==> src/rtl/ps2_key_buffer.sv <==
// ==========================================================================
// Module  : ps2_key_buffer
// Purpose : Folds PS/2 E0/F0 prefixes into key events and queues them in a
//           first-word-fall-through FIFO that the processor pops.
// Revision: 1.0
// ==========================================================================
`default_nettype none

module ps2_key_buffer #(
  parameter int DEPTH  = 8,
  parameter int ADDR_W = 3
) (
  input  logic              clock,
  input  logic              reset,
  input  logic              ps2_key_pressed,
  input  logic [7:0]        ps2_out,
  input  logic              rd_en,
  input  logic              clear_overflow,
  output logic              key_valid,
  output logic [31:0]       key_data,
  output logic [ADDR_W:0]   count,
  output logic              overflow
);

  localparam logic [7:0]      c_ext_pfx = 8'hE0;
  localparam logic [7:0]      c_brk_pfx = 8'hF0;
  localparam logic [ADDR_W:0] c_depth   = (ADDR_W+1)'(DEPTH);

  typedef enum logic [1:0] {
    IDLE   = 2'd0,
    EXT    = 2'd1,
    BRK    = 2'd2,
    EXTBRK = 2'd3
  } state_t;

  state_t              r_state;
  state_t              w_state_nxt;
  logic                w_push;
  logic [9:0]          w_push_data;
  logic                w_noise;
  logic                w_full;
  logic                w_pop;
  logic                w_wr;
  logic                w_ovf_set;
  logic [ADDR_W-1:0]   r_wr_ptr;
  logic [ADDR_W-1:0]   r_rd_ptr;
  logic [ADDR_W:0]     r_count;
  logic [ADDR_W:0]     w_count_nxt;
  logic                r_valid;
  logic                r_overflow;
  logic [9:0]          r_mem [DEPTH];

  // Controller/status bytes that carry no keystroke when seen outside a prefix.
  always_comb begin
    w_noise = 1'b0;
    case (ps2_out)
      8'hAA, 8'hFA, 8'hEE, 8'hFE, 8'h00, 8'hFF: w_noise = 1'b1;
      default:                                 w_noise = 1'b0;
    endcase
  end

  always_ff @(posedge clock or posedge reset) begin
    if (reset) r_state <= IDLE;
    else       r_state <= w_state_nxt;
  end

  always_comb begin
    w_state_nxt = r_state;
    w_push      = 1'b0;
    w_push_data = {2'b00, ps2_out};
    if (ps2_key_pressed) begin
      case (r_state)
        IDLE: begin
          if (ps2_out == c_ext_pfx)      w_state_nxt = EXT;
          else if (ps2_out == c_brk_pfx) w_state_nxt = BRK;
          else if (!w_noise)             w_push = 1'b1;
        end
        EXT: begin
          if (ps2_out == c_brk_pfx)      w_state_nxt = EXTBRK;
          else if (ps2_out != c_ext_pfx) begin
            w_push      = 1'b1;
            w_push_data = {2'b01, ps2_out};
            w_state_nxt = IDLE;
          end
        end
        BRK: begin
          if (ps2_out == c_ext_pfx)      w_state_nxt = EXTBRK;
          else if (ps2_out != c_brk_pfx) begin
            w_push      = 1'b1;
            w_push_data = {2'b10, ps2_out};
            w_state_nxt = IDLE;
          end
        end
        EXTBRK: begin
          if (ps2_out != c_ext_pfx && ps2_out != c_brk_pfx) begin
            w_push      = 1'b1;
            w_push_data = {2'b11, ps2_out};
            w_state_nxt = IDLE;
          end
        end
        default: w_state_nxt = IDLE;
      endcase
    end
  end

  // A pop frees the slot in the same edge, so a full FIFO still accepts a push.
  assign w_full      = (r_count == c_depth);
  assign w_pop       = rd_en & r_valid;
  assign w_wr        = w_push & (~w_full | w_pop);
  assign w_ovf_set   = w_push & w_full & ~w_pop;
  assign w_count_nxt = r_count + {{ADDR_W{1'b0}}, w_wr} - {{ADDR_W{1'b0}}, w_pop};

  always_ff @(posedge clock or posedge reset) begin
    if (reset) begin
      r_wr_ptr   <= '0;
      r_rd_ptr   <= '0;
      r_count    <= '0;
      r_valid    <= 1'b0;
      r_overflow <= 1'b0;
    end else begin
      if (w_wr)  r_wr_ptr <= r_wr_ptr + 1'b1;
      if (w_pop) r_rd_ptr <= r_rd_ptr + 1'b1;
      r_count <= w_count_nxt;
      r_valid <= (w_count_nxt != '0);
      if (w_ovf_set)           r_overflow <= 1'b1;
      else if (clear_overflow) r_overflow <= 1'b0;
    end
  end

  always_ff @(posedge clock) begin
    if (w_wr) r_mem[r_wr_ptr] <= w_push_data;
  end

  assign key_valid = r_valid;
  assign key_data  = r_valid ? {22'd0, r_mem[r_rd_ptr]} : 32'd0;
  assign count     = r_count;
  assign overflow  = r_overflow;

endmodule

`default_nettype wire

==> config.mk <==
export PLATFORM = sky130hd
export DESIGN_NAME = ps2_key_buffer
export DESIGN_NICKNAME = d
export VERILOG_FILES = /design/src/rtl/ps2_key_buffer.sv
export SDC_FILE = /design/constraint.sdc
export NUM_CORES = 1
export LEC_CHECK = 0
export CAP_MARGIN = 5
export CORE_MARGIN = 2
export CORE_UTILIZATION = 60
export CTS_CLUSTER_SIZE = 14
export DETAILED_ROUTE_END_ITERATION = 12
export GPL_TIMING_DRIVEN = 0
export PLACE_DENSITY = 0.85
export SLEW_MARGIN = 30
export SYNTH_ARGS = -nofsm -noshare
export SYNTH_HDL_FRONTEND = slang
export SYNTH_SLANG_ARGS = --single-unit
==> constraint.sdc <==
create_clock -name clock -period 6.05 [get_ports clock]
set_clock_uncertainty 0.15 [all_clocks]
set_input_delay 0.9075 -clock clock [delete_from_list [all_inputs] [get_ports clock]]
set_output_delay 0.9075 -clock clock [all_outputs]
set_load 0.03 [all_outputs]
After elaboration in Yosys (flattened, before gate mapping)
Memories as Yosys holds them, arrays and structs flattened.
Index checks and enable logic that the tools add are counted.
{"block": "totals", "mem_count": 1, "ff_bits": 14, "ram_bits": 80}
{"block": "op_classes", "reduce_logical": 7, "addsub": 4, "n_eq_ne": 17, "bitwise": 7, "muxes": 31}
{"name": "r_mem", "words": 8, "width": 10, "rd": 1, "rd_clocked_by_memory_dff": 0, "write_ports": 1, "line_no": "51", "rtl": "logic [9:0] r_mem [DEPTH];"}
{"operator": "8-bit equality test (second input constant)", "count": 7}
{"operator": "10-bit two-way mux", "count": 5}
{"operator": "10-bit case mux with 3 select lines", "count": 1}
{"operator": "9-bit two-way mux", "count": 2}
{"operator": "8-bit inequality test (second input constant)", "count": 2}
{"operator": "1-bit two-way mux", "count": 14}
{"operator": "2-bit two-way mux", "count": 7}
{"operator": "3-bit inequality test (second input constant)", "count": 3}
{"operator": "8-bit zero test", "count": 1}
{"operator": "2-bit case mux with 4 select lines", "count": 1}
{"operator": "3-bit by 1-bit adder with 3-bit output (second input constant)", "count": 2}
{"operator": "6-bit OR reduction", "count": 1}
{"operator": "5-bit AND reduction", "count": 1}
{"operator": "4-bit by 1-bit adder with 4-bit output", "count": 1}
{"operator": "1-bit bitwise AND", "count": 4}
{"operator": "2-bit equality test (second input constant)", "count": 2}
{"operator": "4-bit equality test (second input constant)", "count": 1}
{"operator": "1-bit case mux with 4 select lines", "count": 1}
{"operator": "4-bit nonzero test", "count": 1}
{"operator": "4-bit by 1-bit subtractor with 4-bit output", "count": 1}
{"operator": "2-bit by 1-bit equality test with 1-bit output (second input constant)", "count": 1}
{"operator": "2-bit zero test", "count": 1}
{"operator": "2-bit inequality test (second input constant)", "count": 1}
{"operator": "1-bit NOT", "count": 2}
{"operator": "other kinds (3)", "count": 3}

Logic depth before layout (Yosys ltp)
Gate-level depths: netlist (run 1).
{"block": "logic_depth", "depth_word": 12, "ltp_mapped": 11}

Worst setup path after synthesis (run 1)
OpenSTA, ideal clock, no wires.
{"block": "synth_path", "path_type": "input -> register", "start": "input ps2_out[2]", "end": "register r_valid, in the netlist key_valid", "t_required_ns": 5.761, "arrival_ns": 3.370, "path_buffers": 0, "path_stages": 9, "setup_slack_ns": 2.391, "cell_sequence": "or4_4 -> o21a_1 -> or2_4 -> a21boi_4 -> o31ai_2 -> ha_1 -> fa_1 -> xor2_1 -> or4_1"}
{"block": "synth_between", "elab_chain_cells": 12, "word_cells_on_any_way": 27}
{"item": "start, declared", "line_no": "16", "rtl": "input logic [7:0] ps2_out,"}
{"item": "8-bit equality test or 8-bit zero test (tied branches)", "line_no": "56", "rtl": "case (ps2_out)"}
{"item": "6-bit OR reduction", "line_no": "56"}
{"item": "1-bit two-way mux", "line_no": "56"}
{"item": "1-bit two-way mux", "line_no": "76", "rtl": "else if (!w_noise) w_push = 1'b1;"}
{"item": "1-bit two-way mux", "line_no": "75", "rtl": "else if (ps2_out == c_brk_pfx) w_state_nxt = BRK;"}
{"item": "1-bit two-way mux", "line_no": "74", "rtl": "if (ps2_out == c_ext_pfx) w_state_nxt = EXT;"}
{"item": "1-bit case mux with 4 select lines *", "line_no": "72", "rtl": "case (r_state)"}
{"item": "1-bit two-way mux *", "line_no": "71", "rtl": "if (ps2_key_pressed) begin"}
{"item": "1-bit bitwise AND *", "line_no": "109", "rtl": "assign w_wr = w_push & (~w_full | w_pop);"}
{"item": "4-bit by 1-bit adder with 4-bit output *", "line_no": "111", "rtl": "assign w_count_nxt = r_count + {{ADDR_W{1'b0}}, w_wr} - {{ADDR_W{1'b0}}, w_pop};"}
{"item": "4-bit by 1-bit subtractor with 4-bit output *", "line_no": "111"}
{"item": "named net w_count_nxt[2]", "line_no": "48", "rtl": "logic [ADDR_W:0] w_count_nxt;"}
{"item": "4-bit nonzero test *", "line_no": "124", "rtl": "r_valid <= (w_count_nxt != '0);"}
{"item": "end signal, assigned", "line_no": "124"}
{"item": "end, declared", "line_no": "49", "rtl": "logic r_valid;"}
The timed path passes the listed nets; every way through them passes the cells marked *.
A chain may end at the register's enable or synchronous reset.

Worst setup path in the final report (run 1)
{"block": "layout_path", "start": "input ps2_out[3]", "end": "register r_valid, in the netlist key_valid"}
The elaborated chain is that of the path after synthesis.

==> results of run 1 <==
==> kinds of logic (layout without fill, tap and decap cells) <==
| kind of cell | after synthesis | in the layout | synth area share, % |
|---|---|---|---|
| flops | 94 | 94 | 65.32 |
| mux | 32 | 32 | 13.57 |
| simple gates | 56 | 56 | 7.809 |
| xor+xnor | 5 | 5 | 1.039 |
| other cells | 1 | 22 | 0.08899 |
| buf+inv | 38 | 96 | 5.641 |
| compound gates | 21 | 21 | 4.275 |
| fa+ha+maj | 7 | 7 | 2.257 |
==> cell type report <==
class,instances,area (µm²),area share (%)
clock inverter,3,42.54,0.8494
multi-input combinational,143,1346,26.88
inverter,5,18.77,0.3747
clock buffer,13,158.9,3.173
tap,96,120.1,2.398
sequential,94,2753,54.96
buffer,33,219.0,4.372
timing repair buffer,42,350.3,6.995
==> worst max-delay path: cells and delay by family <==
family,cells,cell delay (ps)
AND/OR/NAND/NOR,3,1370
AO/OA/AOI/OAI,3,630
buffers and inverters,1,620
adder cells (fa/ha/maj),2,590
XOR/XNOR,1,180
==> cells in the mapped netlist, drive strengths merged (4+ instances only) <==
cell    number  share of area [%]
nand3        4               0.48
nor2         7               0.68
nand2        9               0.80
mux4        20                 11
inv          5               0.45
edfxtp      80                 57
dfrtp       14                8.3
nor4         4               0.59
mux2i       11                2.6
nor2b       11                1.6
buf         28                4.8
clkbuf       5               0.45
nor4b        4               0.83
ha           6                1.8
and2         4               0.59
==> worst max path at each step <==
stage	start	endpoint	slack [ps]	cells after the start
after detailed placement	ps2_out[3]	key_valid$_DFF_PP0_	1430	10
final	ps2_out[3]	key_valid$_DFF_PP0_	1790	10
after global placement	ps2_out[3]	r_mem[7][3]$_DFFE_PP_	830	6
after global routing	ps2_out[4]	key_valid$_DFF_PP0_	1660	10
after CTS	ps2_out[3]	key_valid$_DFF_PP0_	1810	10
after floorplan	ps2_out[2]	key_valid$_DFF_PP0_	2390	9
==> cells in the final DEF, fill, tap and decap left out, drive strengths merged, types with 2 or more instances in the layout <==
cell type	instances
and2	4
nand2	9
o211ai	3
xnor2	2
ha	6
mux2i	11
clkdlybuf4s50	28
dfrtp	14
nor3	2
o21ai	2
edfxtp	80
nand2b	3
nor4	4
o21a	2
a21oi	3
or4	3
a311oi	2
a21boi	2
a21o	2
mux4	20
xor2	3
nor2b	11
conb	22
buf	42
clkbuf	18
nand3	4
inv	6
nor4b	4
nor2	7
==> where the power goes <==
group          switching [W]  internal (W)  total, W
clock network       0.000202      0.000214  0.000416
logic               0.000545      0.000452  0.000997
registers          0.0000521      0.000835  0.000887
total               0.000799       0.00150   0.00230
==> registers in the layout, indices dropped and copies added (netlist names) <==
| name | count |
|---|---|
| overflow | 1 |
| r_mem | 80 |
| key_valid | 1 |
| r_rd_ptr | 3 |
| r_state | 2 |
| count | 4 |
| r_wr_ptr | 3 |
==> layer usage <==
| layer | vias up | part of all wire (%) | wire [µm] |
|---|---|---|---|
| met5 | - | 0 | 0 |
| met1 | 1111 | 42 | 3168 |
| met3 | 10 | 7.1 | 544 |
| li1 | 1086 | - | - |
| met2 | 99 | 49 | 3747 |
| met4 | 0 | 1.9 | 148 |
==> per-stage QoR <==
step	total power, W	utilization, %	worst slack [ps]	hold slack, ps
CTS	0.002318	73.72	1807	403.7
finish	0.002300	73.72	1793	402.5
floorplan	0.001576	-	2391	345.8
detailed placement	0.001908	70.76	1433	385.2
global placement	0.001853	69.08	834.8	375.3
global route	0.002433	73.72	1659	422.4
==> results by group, run 1 <==
Run status
  – Status: finished clean

Synthesis
  – Mapped Avg Cell Area: around 17 µm²
  – Ys async rst share: between 10% and 20%
  – Most used flip-flop cell after synthesis: edfxtp_1
  – Cell variety after synth: 47
  – Post-synthesis sequential area ratio: ~65%
  – Synthesized instance count: 254
  – Synthesis-stage register bit count: 94
  – Yosys warns: 0
  – EDFF count, synth: 80
  – Mapped cell area: 4214 µm²

Setup path
  – R2R Path End: key_valid$_DFF_PP0_
  – Critical R2R Launch: r_state[0]$_DFFE_PP0P_
  – Crit start category: input port
  – R2R depth: 7
  – Worst endpoint data arrival time: ~4300 ps
  – Worst-path fanout max: 11
  – Cell Chain, Critical Path: clkdlybuf4s50_1 -> or4_4 -> o21a_1 -> or2_4 -> a21boi_4 -> o31ai_2 -> ha_1 -> fa_1 -> xor2_1 -> or4_1
  – Critical path class: input port to flip-flop
  – CP max stage delay: 630 ps
  – CP Data Required Time: 6120 ps
  – CP max-delay cell: or4_4
  – Reg2reg setup slack: 3330 ps
  – Endpoint type of the worst setup path: flip-flop

Layout
  – Fin cells: 429
  – Fillcell total: 419
  – P&R area growth vs syn: 18.85%
  – ANT cells: 0
  – Fraction of layout cells with a size suffix above 1: between 20% and 30%
  – Final #Nets: 348
  – Fin area: 5009 µm²

Die
  – Die Width: 87.81 µm
  – Core Rows: 30
  – Die area: between 7000 and 8000 µm²
  – Die span in y: 87.81 µm
  – Core area: 6794 µm²
  – Starting Density: 62.03%
  – Num ports: 51

Global route
  – GRT Max-Usage Layer: met2
  – Number of global-route vias before repair: 2263
  – Total Routing Usage GR: between 20 and 25%
  – GRT overflow: 0
  – M1 GR Usage: between 30% and 40%
  – Pin count of the biggest net entering global routing: 16
  – Met3 Usage GRT: 3.864%
  – GRT met2 Usage: 33.95%
  – Antenna violations before repair: 0
  – First-pass GRT wire length: 11970 µm

Clock network
  – Clk sinks: 94
  – Post-cts hold buffer count: 0
  – Clk root buf: clkbuf_8
  – Post_cts resized: 0
  – H-tree lvl count: 3
  – CTS buffer count: 9
  – # Post-CTS Setup Buffers: 0
  – Clk slew on worst S/H paths: about 80 ps
  – TritonCTS clock tree: built
  – Worst-skew pair later-pin latency: 340 ps
  – Clock buffer depth: 2

STA
  – Fin. Hold Viols: 0
  – Period utilization: approximately 70%
  – Max-slew headroom: a little over 40%
  – Final setup TNS: 0 ps
  – Pins Over Slew Limit: 0
  – Worst-margin pin slew: 890.1 ps
  – Final setup viols: 0
  – Tmin final: 4257 ps
  – RSZ-0062 raised after global routing: false
  – FMAX: roughly 230 MHz

Worst hold path
  – Hold Crit Depth: 2
  – Hold crit path type: flip-flop to flip-flop
  – Min-Delay Endpoint: overflow$_DFFE_PP0P_
  – Hold Startpoint: overflow$_DFFE_PP0P_

Placement
  – GPL Wtd Cong: 0.8382
  – Placed cell count: 413
  – Placed instance area: 4807 µm²
  – Port bufs: 28
  – Dpl hpwl: 5480 µm

Power and ir drop
  – P_leak: 1.862 nW
  – PwrDens: 459.3 nW/µm²
  – Worst-case vdd ir drop: 0.2582 mV

Route
  – WL final: 7610 µm
  – Routed vias/inst: 5.375
  – DRC: 0
  – Via count: 2306
  – Antenna viol nets, final: 0
  – Drt pass-1 iters: 4
  – Starting DRT DRC Count: 155
  – WL per Instance: 17.74 µm

Job
  – Max-Cap Viols: 0
Power figures use the tool's default switching activity.
==> run 2: changes to the inputs <==
--- a/config.mk
+++ b/config.mk
@@ -7,11 +7,11 @@
 export LEC_CHECK = 0
 export CAP_MARGIN = 5
 export CORE_MARGIN = 2
-export CORE_UTILIZATION = 60
+export CORE_UTILIZATION = 55
 export CTS_CLUSTER_SIZE = 14
 export DETAILED_ROUTE_END_ITERATION = 12
 export GPL_TIMING_DRIVEN = 0
-export PLACE_DENSITY = 0.85
+export PLACE_DENSITY = 0.79
 export SLEW_MARGIN = 30
 export SYNTH_ARGS = -nofsm -noshare
 export SYNTH_HDL_FRONTEND = slang
==> constraint.sdc (replaced) <==
create_clock -name clock -period 4.4 [get_ports clock]
set_clock_uncertainty 0.15 [all_clocks]
set_input_delay 0.66 -clock clock [delete_from_list [all_inputs] [get_ports clock]]
set_output_delay 0.66 -clock clock [all_outputs]
set_load 0.03 [all_outputs]
==> run 2 against run 1 <==
  * Count of clock-buffer cells in the layout down 4
  * Critical path depth stayed put
  * Flip-flop and latch count unchanged
  * Design area is essentially flat
  * Largest cell class unchanged
  * Sequential power is 38% higher
  * Critical path type unchanged
==> results by group, run 2 (synthesized netlist as in run 1, its figures left out) <==
Die
  – Starting Density: between 50% and 60%
  – Num ports: a little over 50
  – Die area: 8378 µm²
  – Die Width: roughly 92 µm
  – Core area: 7331 µm²
  – Core Rows: 31
  – Die span in y: 91.53 µm

Global route
  – GRT overflow: 0
  – Total Routing Usage GR: about a fifth
  – First-pass GRT wire length: 12640 µm
  – Number of global-route vias before repair: between 2000 and 2500
  – Pin count of the biggest net entering global routing: 17
  – Antenna violations before repair: 0

Route
  – DRC: 0
  – Antenna viol nets, final: 0
  – WL final: 7863 µm
  – Routed vias/inst: 5.470
  – Drt pass-1 iters: 4
  – Via count: 2363
  – Starting DRT DRC Count: between 150 and 200
  – WL per Instance: between 15 and 20 µm

Clock network
  – TritonCTS clock tree: built
  – CTS buffer count: 9
  – Clk root buf: clkbuf_8
  – # Post-CTS Setup Buffers: 0
  – Worst-skew pair later-pin latency: 350 ps
  – Clock buffer depth: 2
  – Post_cts resized: 0
  – H-tree lvl count: 3
  – Clk slew on worst S/H paths: 90 ps
  – Post-cts hold buffer count: 0
  – Clk sinks: 94

Setup path
  – Crit start category: input port
  – Reg2reg setup slack: 1640 ps
  – Worst endpoint data arrival time: roughly 4200 ps
  – Worst-path fanout max: 11
  – Endpoint type of the worst setup path: flip-flop
  – Critical path class: input port to flip-flop
  – CP Data Required Time: 4460 ps

Layout
  – Final #Nets: 348
  – Fin area: 5007 µm²
  – Commonest non-fill, non-tap cell in the layout: edfxtp_1
  – Fraction of layout cells with a size suffix above 1: 27.93%
  – P&R area growth vs syn: 18.82%
  – Commonest non-fill, non-tap cells in the layout: edfxtp_1, clkdlybuf4s50_1, buf_4, conb_1, mux4_2
  – Max reg flops: 80
  – Top reg by flops: r_mem
  – Fin cells: 432
  – ANT cells: 0

Power and ir drop
  – Seq pwr share: between 30% and 40%
  – Worst-case vdd ir drop: 0.3631 mV
  – P_leak: 1.861 nW
  – Internal: around 0.0020 W
  – Net switching power: approximately 0.0011 W
  – Comb pwr share: 43.8%
  – Clock share of power: 17.6%
  – Final Power: about 0.0032 W
  – Switching portion of total power: 35.61%
  – PwrDens: 630.9 nW/µm²

STA
  – Final hold slack: 401.9 ps
  – Final setup viols: 0
  – Fin. Hold Viols: 0
  – Period utilization: 93.24%
  – RSZ-0062 raised after global routing: false
  – Max-slew headroom: 42.67%
  – Final setup TNS: 0 ps
  – FMAX: 243.7 MHz
  – Pins Over Slew Limit: 0
  – Worst-margin pin slew: 859.9 ps
  – Tmin final: 4103 ps

Worst hold path
  – Hold crit path type: flip-flop to flip-flop

Placement
  – Port bufs: 28
  – Dpl hpwl: 5565 µm
  – Placed instance area: 4811 µm²
  – GPL Wtd Cong: 0.8411
  – Placed cell count: 416

Job
  – Max-Cap Viols: 0

Run status
  – Status: finished clean
-- run 2: changes by cell type in the layout (fill, tap and decap cells not counted), sizes merged --
| cell | previous run | this run |
|---|---|---|
| clkbuf | 18 | 14 |
| inv | 6 | 7 |
| clkinv | 1 | 4 |
-- run 2: metal layers --
metal | track usage, % | routed length, µm | share of wire (%)
met1 | 25.78 | 3191 | 41
met2 | 34.93 | 4104 | 52
met5 | 0 | 0 | 0
met4 | 7.828 | 143 | 1.8
met3 | 3.568 | 423 | 5.4
-- run 2: through the flow --
| step | util [%] | worst slack, ps |
|---|---|---|
| after global placement | 64.07 | -513.1 |
| after floorplan | - | 988.6 |
| after CTS | 68.27 | 333.1 |
| final | 68.31 | 297.4 |
| after global routing | 68.31 | 182.3 |
| after detailed placement | 65.63 | -29.82 |
-- run 2: worst paths after layout --
check	start	to	depth (start not counted)
setup / recovery	ps2_out[2]	key_valid$_DFF_PP0_	10
hold reg to reg	overflow$_DFFE_PP0P_	overflow$_DFFE_PP0P_	2
setup reg to reg	r_state[0]$_DFFE_PP0P_	key_valid$_DFF_PP0_	7
hold / removal	overflow$_DFFE_PP0P_	overflow$_DFFE_PP0P_	2
max in group asynchronous	reset	r_state[0]$_DFFE_PP0P_	2
min in group asynchronous	reset	r_rd_ptr[0]$_DFFE_PP0P_	2
-- run 2: power by group through the flow --
| stage | clock network [W] | logic [W] | registers [W] |
|---|---|---|---|
| floorplan | 0 | 0.000902 | 0.00127 |
| global placement | 0 | 0.00132 | 0.00124 |
| detailed placement | 0 | 0.00140 | 0.00124 |
| CTS | 0.000565 | 0.00140 | 0.00122 |
| global route | 0.000595 | 0.00150 | 0.00124 |
| finish | 0.000556 | 0.00138 | 0.00122 |
-- run 2: worst max-delay path, cell delays in order --
cell	delay (ps)
clkdlybuf4s50_1	630
or4_4	660
o21a_1	160
or2_4	270
a21boi_4	400
o31ai_2	90
ha_1	220
fa_1	380
xor2_1	190
or4_1	500
-- run 2: final cells by class --
class                   instances  area, µm²
plain buffers                  33      219.0
repair buffers                 42      350.3
flip-flops and latches         94       2753
well taps                      99      123.9
clock buffers                   9      123.9
inverters                       5      18.77
multi-input cells             143       1349
fillers                       486       2323
clock inverters                 7      70.07
